<file path="src/rtl/pll_pkg.sv">
// Shared types for the PLL lock monitor: state encoding
// and the popcount width helper.
package pll_pkg;

  typedef enum logic [1:0] {
    ST_IDLE    = 2'd0,
    ST_ACQUIRE = 2'd1,
    ST_LOCKED  = 2'd2,
    ST_TIMEOUT = 2'd3
  } pll_state_e;

  function automatic int pop_w(input int w);
    return $clog2(w + 1);
  endfunction

  localparam int TRIM_W_DEF = 26;
  localparam int POP_W_DEF  = pop_w(TRIM_W_DEF);

endpackage

</file>
<file path="src/rtl/pll_popcount.sv">
// Combinational population count of a W-bit word.
// Result is wide enough to hold W itself.
module pll_popcount
  import pll_pkg::*;
#(
  parameter int W  = 26,
  parameter int CW = pop_w(W)
) (
  input  logic [W-1:0]  bits,
  output logic [CW-1:0] count
);

  // sum of set bits; synthesis folds the chain into an adder tree
  always_comb begin
    count = '0;
    for (int i = 0; i < W; i++) begin
      count = count + CW'(bits[i]);
    end
  end

endmodule

</file>
<file path="src/rtl/pll_lock_monitor.sv">
// PLL lock/acquisition monitor on the osc clock.
// Optional lock-loss interrupt: define PLL_LOCKLOSS_IRQ_EN.
module pll_lock_monitor
  import pll_pkg::*;
#(
  parameter int TRIM_W         = 26,
  parameter int DIV_W          = 5,
  parameter int STABLE_CYCLES  = 5,
  parameter int TIMEOUT_CYCLES = 50,
  parameter int TOL            = 0,
  parameter int LT_W           = 16
) (
  input  logic              osc,
  input  logic              resetb,
  input  logic              enable,
  input  logic [DIV_W-1:0]  div,
  input  logic [TRIM_W-1:0] trim,
`ifdef PLL_LOCKLOSS_IRQ_EN
  input  logic              irq_clr,
  output logic              irq,
`endif
  output logic              locked,
  output logic              timeout,
  output logic [LT_W-1:0]   lock_time,
  output logic [1:0]        state
);

  localparam int PW   = pop_w(TRIM_W);
  localparam int DW   = PW + 1;
  localparam int SC_W = $clog2(STABLE_CYCLES + 1);

  localparam logic [LT_W-1:0] LT_ONE  = LT_W'(1);
  localparam logic [LT_W-1:0] TO_LAST = LT_W'(TIMEOUT_CYCLES - 1);
  localparam logic [SC_W-1:0] SC_ONE  = SC_W'(1);
  localparam logic [SC_W-1:0] SC_MAX  = SC_W'(STABLE_CYCLES);
  localparam logic [SC_W-1:0] SC_LAST = SC_W'(STABLE_CYCLES - 1);

  pll_state_e        state_q;
  logic [TRIM_W-1:0] trim_q;
  logic [DIV_W-1:0]  div_q;
  logic [LT_W-1:0]   wait_cnt;
  logic [SC_W-1:0]   stable_cnt;

  logic [PW-1:0] pop_now;
  logic [PW-1:0] pop_prev;
  logic [DW-1:0] pa;
  logic [DW-1:0] pb;
  logic [DW-1:0] diff;
  logic          stable;
  logic          div_chg;
  logic [LT_W-1:0] wait_nx;
  logic [SC_W-1:0] sc_nx;

  pll_popcount #(.W(TRIM_W), .CW(PW)) u_pop_now (
    .bits  (trim),
    .count (pop_now)
  );

  pll_popcount #(.W(TRIM_W), .CW(PW)) u_pop_prev (
    .bits  (trim_q),
    .count (pop_prev)
  );

  assign pa   = {1'b0, pop_now};
  assign pb   = {1'b0, pop_prev};
  assign diff = (pa >= pb) ? pa - pb : pb - pa;

  assign stable = (TOL == 0) ? (trim == trim_q)
                             : (diff <= DW'(TOL));

  assign div_chg = (div != div_q);
  assign wait_nx = (wait_cnt == '1) ? wait_cnt
                                    : wait_cnt + LT_ONE;
  assign sc_nx   = (stable_cnt == SC_MAX) ? stable_cnt
                                          : stable_cnt + SC_ONE;
  assign state   = state_q;

  // acquisition FSM with its counters and status flags
  always_ff @(posedge osc) begin
    if (!resetb) begin
      state_q    <= ST_IDLE;
      locked     <= 1'b0;
      timeout    <= 1'b0;
      lock_time  <= '0;
      trim_q     <= '0;
      div_q      <= '0;
      wait_cnt   <= '0;
      stable_cnt <= '0;
    end else begin
      trim_q <= trim;
      div_q  <= div;
      if (!enable) begin
        state_q    <= ST_IDLE;
        locked     <= 1'b0;
        timeout    <= 1'b0;
        wait_cnt   <= '0;
        stable_cnt <= '0;
      end else if (div_chg && state_q != ST_IDLE) begin
        state_q    <= ST_ACQUIRE;
        locked     <= 1'b0;
        timeout    <= 1'b0;
        wait_cnt   <= '0;
        stable_cnt <= '0;
      end else begin
        unique case (state_q)
          ST_IDLE: begin
            state_q    <= ST_ACQUIRE;
            wait_cnt   <= '0;
            stable_cnt <= '0;
          end
          ST_ACQUIRE: begin
            wait_cnt   <= wait_nx;
            stable_cnt <= stable ? sc_nx : '0;
            if (stable && stable_cnt == SC_LAST) begin
              state_q   <= ST_LOCKED;
              locked    <= 1'b1;
              lock_time <= wait_cnt + LT_ONE;
            end else if (wait_cnt == TO_LAST) begin
              state_q <= ST_TIMEOUT;
              timeout <= 1'b1;
            end
          end
          ST_LOCKED: begin
            if (!stable) begin
              state_q    <= ST_ACQUIRE;
              locked     <= 1'b0;
              wait_cnt   <= '0;
              stable_cnt <= '0;
            end
          end
          ST_TIMEOUT: begin
          end
        endcase
      end
    end
  end

`ifdef PLL_LOCKLOSS_IRQ_EN
  logic lock_lost;
  logic loss_evt;

  assign loss_evt = enable && !div_chg
                 && state_q == ST_LOCKED && !stable;
  assign irq = lock_lost;

  // sticky lock-loss flag; a new loss beats a same-cycle clear
  always_ff @(posedge osc) begin
    if (!resetb) begin
      lock_lost <= 1'b0;
    end else if (loss_evt) begin
      lock_lost <= 1'b1;
    end else if (irq_clr) begin
      lock_lost <= 1'b0;
    end
  end
`endif

endmodule

</file>
<file path="config.mk">
export PLATFORM = sky130hd
export DESIGN_NAME = pll_lock_monitor
export DESIGN_NICKNAME = d
export VERILOG_FILES = /design/src/rtl/pll_pkg.sv /design/src/rtl/pll_popcount.sv /design/src/rtl/pll_lock_monitor.sv
export SDC_FILE = /design/constraint.sdc
export NUM_CORES = 1
export LEC_CHECK = 0
export CORE_ASPECT_RATIO = 0.5
export CORE_MARGIN = 2
export CORE_UTILIZATION = 40
export DETAILED_ROUTE_END_ITERATION = 10
export PLACE_DENSITY = 0.67
export SYNTH_ARGS = -nofsm -noshare
export SYNTH_HDL_FRONTEND = slang
export SYNTH_SLANG_ARGS = --single-unit
</file>
<file path="constraint.sdc">
create_clock -name osc -period 2.7 [get_ports osc]
set_input_delay 0.27 -clock osc [delete_from_list [all_inputs] [get_ports osc]]
set_output_delay 0.27 -clock osc [all_outputs]
set_load 0.005 [all_outputs]
</file>
==> results of run 1 <==
## per-stage QoR
step / power [uW] / area (sq um) / utilization [%]
global placement: 1356 / 4138 / 50.45
global route: 2521 / 4407 / 53.73
CTS: 2442 / 4407 / 53.73
floorplan: 1251 / 3456 / -
detailed placement: 1358 / 4138 / 50.45
finish: 2409 / 4407 / 53.73
## cells by family (layout without fill, tap and decap cells)
group           count (synthesis)  in the layout
simple gates                  160            160
xor+xnor                       44             44
fa+ha+maj                       8              8
buf+inv                        34             92
compound gates                 47             47
flops                          70             70
mux                            10             10
## area by class of cell
class	count	area (sq um)
Tap cell	112	140.1
Multi-Input combinational cell	269	1906
Timing Repair Buffer	65	645.6
Fill cell	790	3795
Inverter	12	45.04
Clock inverter	1	5.005
Sequential cell	70	1401
Clock buffer	14	264.0
## final timing paths
kind | start | end | slack [ns] | cells after the start
worst max-delay path | state[1] | lock_time[1] | 0.42 | 9
worst min-delay path | timeout | timeout | 0.48 | 1
worst max register to register | state[1] | lock_time[1] | 0.42 | 9
worst min register to register | timeout | timeout | 0.48 | 1
## state kept, by name, summed over array words and instances (netlist names)
signal and flops:
state 2, lock_time 16, timeout 1, wait_cnt 16
locked 1, stable_cnt 3, trim_q 26, div_q 5
## cells in the final DEF (no fill, tap or decap), drive strengths merged, types with 2 or more instances in the layout
| master | n |
|---|---|
| or3 | 4 |
| ha | 8 |
| clkdlybuf4s50 | 53 |
| o22ai | 8 |
| and2 | 34 |
| buf | 12 |
| nand2 | 40 |
| or4 | 7 |
| xor2 | 33 |
| o211a | 10 |
| and4 | 2 |
| o221a | 2 |
| nand3 | 10 |
| a311oi | 2 |
| nand4b | 2 |
| xnor2 | 11 |
| nor4b | 2 |
| clkbuf | 14 |
| dfxtp | 70 |
| o31a | 2 |
| nand4 | 7 |
| o21ai | 8 |
| a21oi | 3 |
| nor4 | 10 |
| nor3 | 17 |
| nor2b | 4 |
| nor2 | 9 |
| or2 | 3 |
| nor3b | 3 |
| mux2i | 10 |
| o311ai | 2 |
| a31oi | 2 |
| inv | 12 |
| o31ai | 3 |
## report_power, final
group          leakage, uW  internal (uW)  switching [uW]
Sequential        0.000573           1060            12.8
Clock             0.000133            665             407
Combinational      0.00104            131             130
Total              0.00175           1860             551
## per-layer routing
layer | wire [microns] | vias to the layer above | GRT usage, % | part of all wire (%)
met1 | 3634 | 1224 | 22.31 | 50
met3 | 471 | 13 | 6.213 | 6.5
met5 | 0 | - | 0 | 0
met2 | 2989 | 75 | 23.91 | 41
met4 | 111 | 0 | 6.250 | 1.5
li1 | - | 1410 | - | -
==> results.txt, run 1 <==
status: complete, no violations
via/cell ratio: 5.013
crit-path cells: inv_1 -> ha_1 -> inv_1 -> nor3_1 -> nand4_1 -> nor4_4 -> buf_12 -> mux2i_1 -> and2_1
Distinct cells, synth: 55
Simple-Gate Fraction of Synth Area: 27.77%
CTS resizes: 0
ranking of synthesized cells by area: dfxtp_1 (41%), xor2_1 (8.4%), and2_1 (6.2%), nand2_1 (4.3%), ha_1 (2.9%)
pin count of the biggest net entering global routing: 48
H-Tree Depth: 3
Clock Latency Late Sink: 0.33 ns
Worst path top cell family by delay: simple AND/OR/NAND/NOR gates
Final min period: 2.275 ns
die height: 69.73 microns
Max IR drop VDD: 0.0003350 V
GR Util All Layers: 16.54%
CTS Buf Count: 9
Crit Path Max Fanout: 26
placed insts: 528
initial antenna violation count: 0
Clock Sinks: 70
CTS tree: done
Finished Layout Cells: 543
Max Clock Freq: 439.5 MHz
post-CTS setup buffers: 0
Worst Setup End Kind: flip-flop
total number of vias: 2722
initial core utilization: 42.14%
final setup vio count: 0
Clock Pin Slew Worst Setup and Hold Paths: 0.05 ns
critical path's largest stage delay: 0.35 ns
post-synthesis mux area share: 2.896%
PwrDens: 546.6 nW/um^2
Setup TNS Final: 0 ns
Pleak: 0.001746 uW
# rows: 23
final hold slack: 0.4839 ns
Nets: 469
largest family of logic cells by synthesized area: simple AND/OR/NAND/NOR gates
Port Buf Inserts: 53
crit start category: flip-flop
Die ar.: 9444 sq um
number of synthesized flops with an enable pin: 0
setup ws final: 0.4247 ns
GPL Wtd Cong: 0.8433
first-pass GRT wire length: 12.21 mm
register bit total from synthesis: 70
IO Pins: 54
Tcrit/Tclk final: 84.27%
Syn-to-layout area delta: 27.52%
count of final hold-check violations: 0
Synth area leader: dfxtp_1
Worst-Margin Slew: 0.6001 ns
Synth Instances: 373
Synthesized Nets: 415
Die X: 135.5 microns
critical path class: reg2reg
crit path buf inv count: 3
post-synth top area share: 40.55%
Post-DP HPWL: 5.013 mm
Slew Viols, Final: 0
DRC Markers: 0
CP dominant cell by count: inv_1
adder-cell share of the synthesized area: 2.896%
Root Driver: clkbuf_16
sequential area share after synthesis: 40.55%
critical path arrival: 2.55 ns
Compound-Gate Fraction of Synth Area: 10.43%
core area: 8202 sq um
vias in the first global route: 2552
Synth top cells by count: dfxtp_1 (70), nand2_1 (40), and2_1 (34)
Post-Syn Area: 3456 sq um
Required @ worst endpoint: 2.98 ns
Crit-path slowest cell: dfxtp_1
Pre-antenna DRT Iters: 4
drt wl/cell: 13.27 microns
clk_skew: 0.002482 ns
Slew HR: 59.91%
number of routed nets with antenna violations: 0
CTS hold repair buffers: 0
asr flop ratio synth: 0%
antenna fix cells: 0
WL final: 7.207 mm
Yosys Warn Count: 0
RSZ-0062 raised after global routing: no
Congestion Overflow GR: 0
Synth Area per Inst: 9.265 sq um
Setup WS pre-CTS: 0.1502 ns
ys flop type: dfxtp_1
DR iter-0 viols: 203
CTS max path bufs: 2
fraction of layout cells with a size suffix above 1: 9.281%
most frequent cell after synthesis: dfxtp_1
Hold/Removal Path Class: reg2reg
Max Cap Viol: 0
XOR/XNOR Fraction of Synth Area: 11.15%
Power figures use the tool's default switching activity.
==> inputs of run 2 (changes only) <==
==> constraint.sdc (replaced) <==
create_clock -name osc -period 2.2 [get_ports osc]
set_input_delay 0.22 -clock osc [delete_from_list [all_inputs] [get_ports osc]]
set_output_delay 0.22 -clock osc [all_outputs]
set_load 0.005 [all_outputs]
==> run 2 against run 1 <==
Compared with the run above:
- clock power increased by 36%
- critical endpoint is now stable_cnt[0]
- die area unchanged
- final area increased by 5.7%
- flip-flop and latch count unchanged
- clock skew grew 0.0046 ns
- sequential share of layout area fell by 1.7 points
- cell count rose by 4.2%
- combinational power up 31%
==> results.txt, run 2 (synthesized netlist as in run 1, its figures left out) <==
Slew Viols, Final: 0
first-pass GRT wire length: 12.71 mm
Final Power: 3107 uW
GPL Wtd Cong: 0.8740
clk_skew: 0.007074 ns
Congestion Overflow GR: 0
commonest cells after routing, fill and taps aside: dfxtp_1 (69), clkdlybuf4s50_1 (52), nand2_1 (40)
Worst Setup End Kind: flip-flop
critical path's largest stage delay: 0.49 ns
die height: 69.73 microns
Clock Latency Late Sink: 0.34 ns
Worst path top cell family by delay: simple AND/OR/NAND/NOR gates
initial core utilization: 42.14%
CTS max path bufs: 2
Syn-to-layout area delta: 34.72%
critical path arrival: 2.34 ns
core area: 8202 sq um
final setup vio count: 0
critical path class: in2reg
fraction of layout cells with a size suffix above 1: 14.98%
Final min period: 2.063 ns
crit-path cells: clkdlybuf4s50_1 -> xor2_1 -> nor4_2 -> nand3_2 -> nor4b_4 -> or4b_4 -> a21oi_2
antenna fix cells: 0
Die X: 135.5 microns
# rows: 23
Pre-antenna DRT Iters: 4
pin count of the biggest net entering global routing: 48
Max Clock Freq: 484.6 MHz
DRC Markers: 0
most common cell after layout, fill and taps aside: dfxtp_1
Clock Sinks: 70
Tcrit/Tclk final: 93.79%
Max Cap Viol: 0
Largest Register: trim_q
GR Util All Layers: 17.09%
Setup TNS Final: 0 ns
total number of vias: 2918
H-Tree Depth: 3
Finished Layout Cells: 566
PwrDens: 667.4 nW/um^2
Post-DP HPWL: 5.433 mm
Pleak: 0.001893 uW
max reg flops: 26
CTS tree: done
WL final: 7.564 mm
Worst-Margin Slew: 0.7129 ns
DR iter-0 viols: 182
Nets: 491
drt wl/cell: 13.36 microns
Clock Pin Slew Worst Setup and Hold Paths: 0.06 ns
Slew HR: 52.37%
placed insts: 549
via/cell ratio: 5.155
count of final hold-check violations: 0
top flop regs: trim_q x26, lock_time x16, wait_cnt x16
CTS hold repair buffers: 0
Max IR drop VDD: 0.0003670 V
final hold slack: 0.1512 ns
Hold/Removal Path Class: in2reg
IO Pins: 54
CTS Buf Count: 9
RSZ-0062 raised after global routing: yes
crit path buf inv count: 1
crit start category: primary input
number of routed nets with antenna violations: 0
Port Buf Inserts: 53
Root Driver: clkbuf_16
initial antenna violation count: 0
vias in the first global route: 2769
Crit Path Max Fanout: 7
Die ar.: 9444 sq um
status: complete, no violations
Crit-path slowest cell: or4b_4
Required @ worst endpoint: 2.48 ns
[run 2: cell count changes in the layout (fill, tap and decap cells not counted), sizes merged]
cell           delta
clkinv            +1
clkdlybuf4s50     -1
clkbuf            -3
bufinv            +1
clkinvlp          +2
buf              +22
dlymetal6s2s      +1
[run 2: worst paths after layout]
path	slack, ns	endpoint	from	cells past startpoint
setup / recovery	0.14	stable_cnt[0]	trim[14]	7
hold / removal	0.15	trim_q[11]	trim[11]	2
setup reg to reg	0.14	stable_cnt[2]	trim_q[11]	9
hold reg to reg	0.48	timeout	timeout	1
[run 2: timing repair]
item | CTS | global route
gates resized for setup | 0 | 8
buffers inserted | 0 | 1
endpoints found under the hold margin | 0 | 0
setup endpoints to repair | 0 | 3
[run 2: final cells by class]
class	instances	area, sq um
multi-input combinational	269	1924
clock buffer	11	242.7
tap	112	140.1
clock inverter	5	58.81
timing repair buffer	87	842.1
inverter	12	45.04
fill	738	3546
sequential	70	1403
[run 2: per-layer routing]
layer	GRT usage [%]	share of wire [%]
met5	0	0
met4	6.829	1.5
met3	6.798	6.3
met2	25.32	43
met1	22.16	49
[run 2: worst register-to-register path, stage by stage, from the launching register on]
cell and delay [ns]:
dfxtp_2 0.32, xor2_1 0.16, nor4_2 0.34, nand4_1 0.18
buf_4 0.17, nor3_1 0.15, buf_4 0.19, buf_12 0.15
nor3b_1 0.06, o221a_2 0.24
[run 2: report_power, final]
part | total [uW] | internal [uW] | switching (uW)
combinational | 342 | 176 | 167
sequential | 1320 | 1300 | 15.3
clock | 1450 | 907 | 540
[run 2: metrics by stage]
stage          cell area, sq um  setup slack, ns  util (%)
4_1_cts                    4622          0.04039     56.35
5_1_grt                    4656         -0.02197     56.77
3_5_place_dp               4320          -0.2868     52.68
6_report                   4656           0.1365     56.77
3_3_place_gp               4320          -0.2156     52.68
2_1_floorplan              3456          0.06290         -
==> variant (settings of run 2) <==
Build with the macro `PLL_LOCKLOSS_IRQ_EN` defined.
--- a/src/rtl/pll_lock_monitor.sv
+++ b/src/rtl/pll_lock_monitor.sv
@@ -1,5 +1,7 @@
 // PLL lock/acquisition monitor on the osc clock.
 // Optional lock-loss interrupt: define PLL_LOCKLOSS_IRQ_EN.
+`define PLL_LOCKLOSS_IRQ_EN
+
 module pll_lock_monitor
   import pll_pkg::*;
 #(
Interface: changed (added irq and irq_clr); port bits go from 54 to 56. The function was not compared with the original's and may differ.
==> variant against run 2 <==
- sequential cell count is 1 higher
- clock power grew 7%
- routed wire length shrank 3.5%
- critical path type is now reg2reg
- area after synthesis down 1.8%
- setup slack lost 0.013 ns
- total power down 0.48%
- final area shrank 3.2%
- non-clock buffer count down 9
- first-iteration DRC count grew 13%
==> variant: results (changes against run 2) <==
stage,metric,value,unit,change
logic_synthesis,Synthesized Nets,423,,+1.9%
logic_synthesis,Synth Area in Compound Gates,9.40,%,-1.0 points
route,drt initial violations,206,,+13%
timing,Slew headroom,63.3,%,+11 points
worst_setup_path,crit-path max cell delay,0.47,ns,-0.02 ns
hold_path,WHS Path Cells,3,,+1
logic_synthesis,Yosys cell types,45,,-18%
worst_setup_path,Slowest cell on crit path,dfxtp_1,,
worst_setup_path,Worst R2R End,wait_cnt[9],,
place,pre-CTS setup slack,-0.164,ns,+0.123 ns
global_routing,largest net degree at the start of global routing,66,,+38%
logic_synthesis,sequential area share after synthesis,41.9,%,+1.3 points
worst_setup_path,crit-path max FO,8,,+1
layout,Non-clock inverters,8,,-4
power,static leakage,1.80,nW,-5.1%
layout,Nets,493,,+0.41%
layout,Seq. cell area,1420,µm²,+1.3%
place,dpl hpwl,5380,µm,-0.91%
layout,count of multi-input combinational gates,285,,+5.9%
hold_path,hold path start,resetb,,
layout,buffering overhead,16.2,%,-1.9 points
layout,seq_cells,71,,+1.4%
timing,Worst Skew,0.00406,ns,-0.00301 ns
layout,number of non-clock buffers,78,,-10%
global_routing,vias in the first global route,2512,,-9.3%
logic_synthesis,Post-Synth Adder-Cell Area,1.84,%,-1.1 points
worst_setup_path,CP startpoint kind,flip-flop,,
layout,layout cells sized above 1,11.8,%,-3.2 points
logic_synthesis,most instantiated cells after synthesis,"dfxtp_1 (71), nand2_1 (53), xor2_1 (35)",,
logic_synthesis,multiplexer share of the synthesized area,4.72,%,+1.8 points
global_routing,Global Route Usage Sum,16.6,%,-0.53 points
logic_synthesis,ranking of synthesized cells by area,"dfxtp_1 (42%), xor2_1 (9.0%), and2_1 (5.9%), nand2_1 (5.9%), mux2i_1 (4.7%)",,
power,worst IR drop on VDD,424,µV,+16%
layout,Fill cells,762,,+3.3%
place,routability cong.,0.910,,+4.1%
route,WL final,7300,µm,-3.5%
worst_setup_path,worst r2r path cells,7,,-2
hold_path,Hold EP,state[0],,
layout,Final clock-cell share,7.13,%,+0.66 points
route,Initial DRT Pass Iterations,5,,+1
worst_setup_path,Worst R2R Start,wait_cnt[0],,
global_routing,first-pass GRT wire length,12300,µm,-3.6%
layout,clock buffers,10,,-1
route,via count,2806,,-3.8%
logic_synthesis,XOR/XNOR share of the synthesized area,11.9,%,+0.72 points
outcome,status,completed,,
place,Buffers on Ports,55,,+3.8%
power,switching power,0.000642,W,-11%
timing,Min Hold Slack,0.177,ns,+0.0257 ns
-- variant: kinds of logic after synthesis --
family / Yosys count
AO/OA/AOI/OAI: 45
XOR/XNOR: 46
adder cells (fa/ha/maj): 5
buffers and inverters: 27
flip-flops: 71
multiplexers: 16
AND/OR/NAND/NOR: 173
-- variant: power by group through the flow --
stage	Sequential [W]	Clock, W	Combinational [W]
2_1_floorplan	0.00136	0	0.000106
3_3_place_gp	0.00136	0	0.000206
3_5_place_dp	0.00136	0	0.000208
4_1_cts	0.00133	0.00159	0.000209
5_1_grt	0.00133	0.00168	0.000228
6_report	0.00133	0.00155	0.000206
-- variant: worst max-delay path by stage --
stage	slack, ns	endpoint
2_1_floorplan	0.41	wait_cnt[5]
3_3_place_gp	-0.11	wait_cnt[4]
3_5_place_dp	-0.16	wait_cnt[4]
4_1_cts	0.15	wait_cnt[8]
5_1_grt	0.05	wait_cnt[9]
6_report	0.12	wait_cnt[9]
-- variant: worst reg2reg max path, delay by kind of cell (launching register included) --
family | cells | cell delay, ns
and+or+nand+nor | 3 | 0.84
DFF | 1 | 0.47
AOI/OAI and AO/OA | 3 | 0.41
adders and majority gates | 1 | 0.28
-- variant: metrics by stage --
| stage | cells | area (µm²) |
|---|---|---|
| after floorplan | 383 | 3390 |
| after global placement | 554 | 4180 |
| after detailed placement | 554 | 4180 |
| after CTS | 569 | 4500 |
| after global routing | 569 | 4510 |
| final | 569 | 4510 |
-- variant: layer usage --
| metal | track usage [%] | up-vias | wire [µm] |
|---|---|---|---|
| li1 | - | 1450 | - |
| met1 | 22.4 | 1265 | 3570 |
| met2 | 24.0 | 82 | 3150 |
| met3 | 7.36 | 9 | 492 |
| met4 | 4.33 | 0 | 93 |
| met5 | 0 | - | 0 |
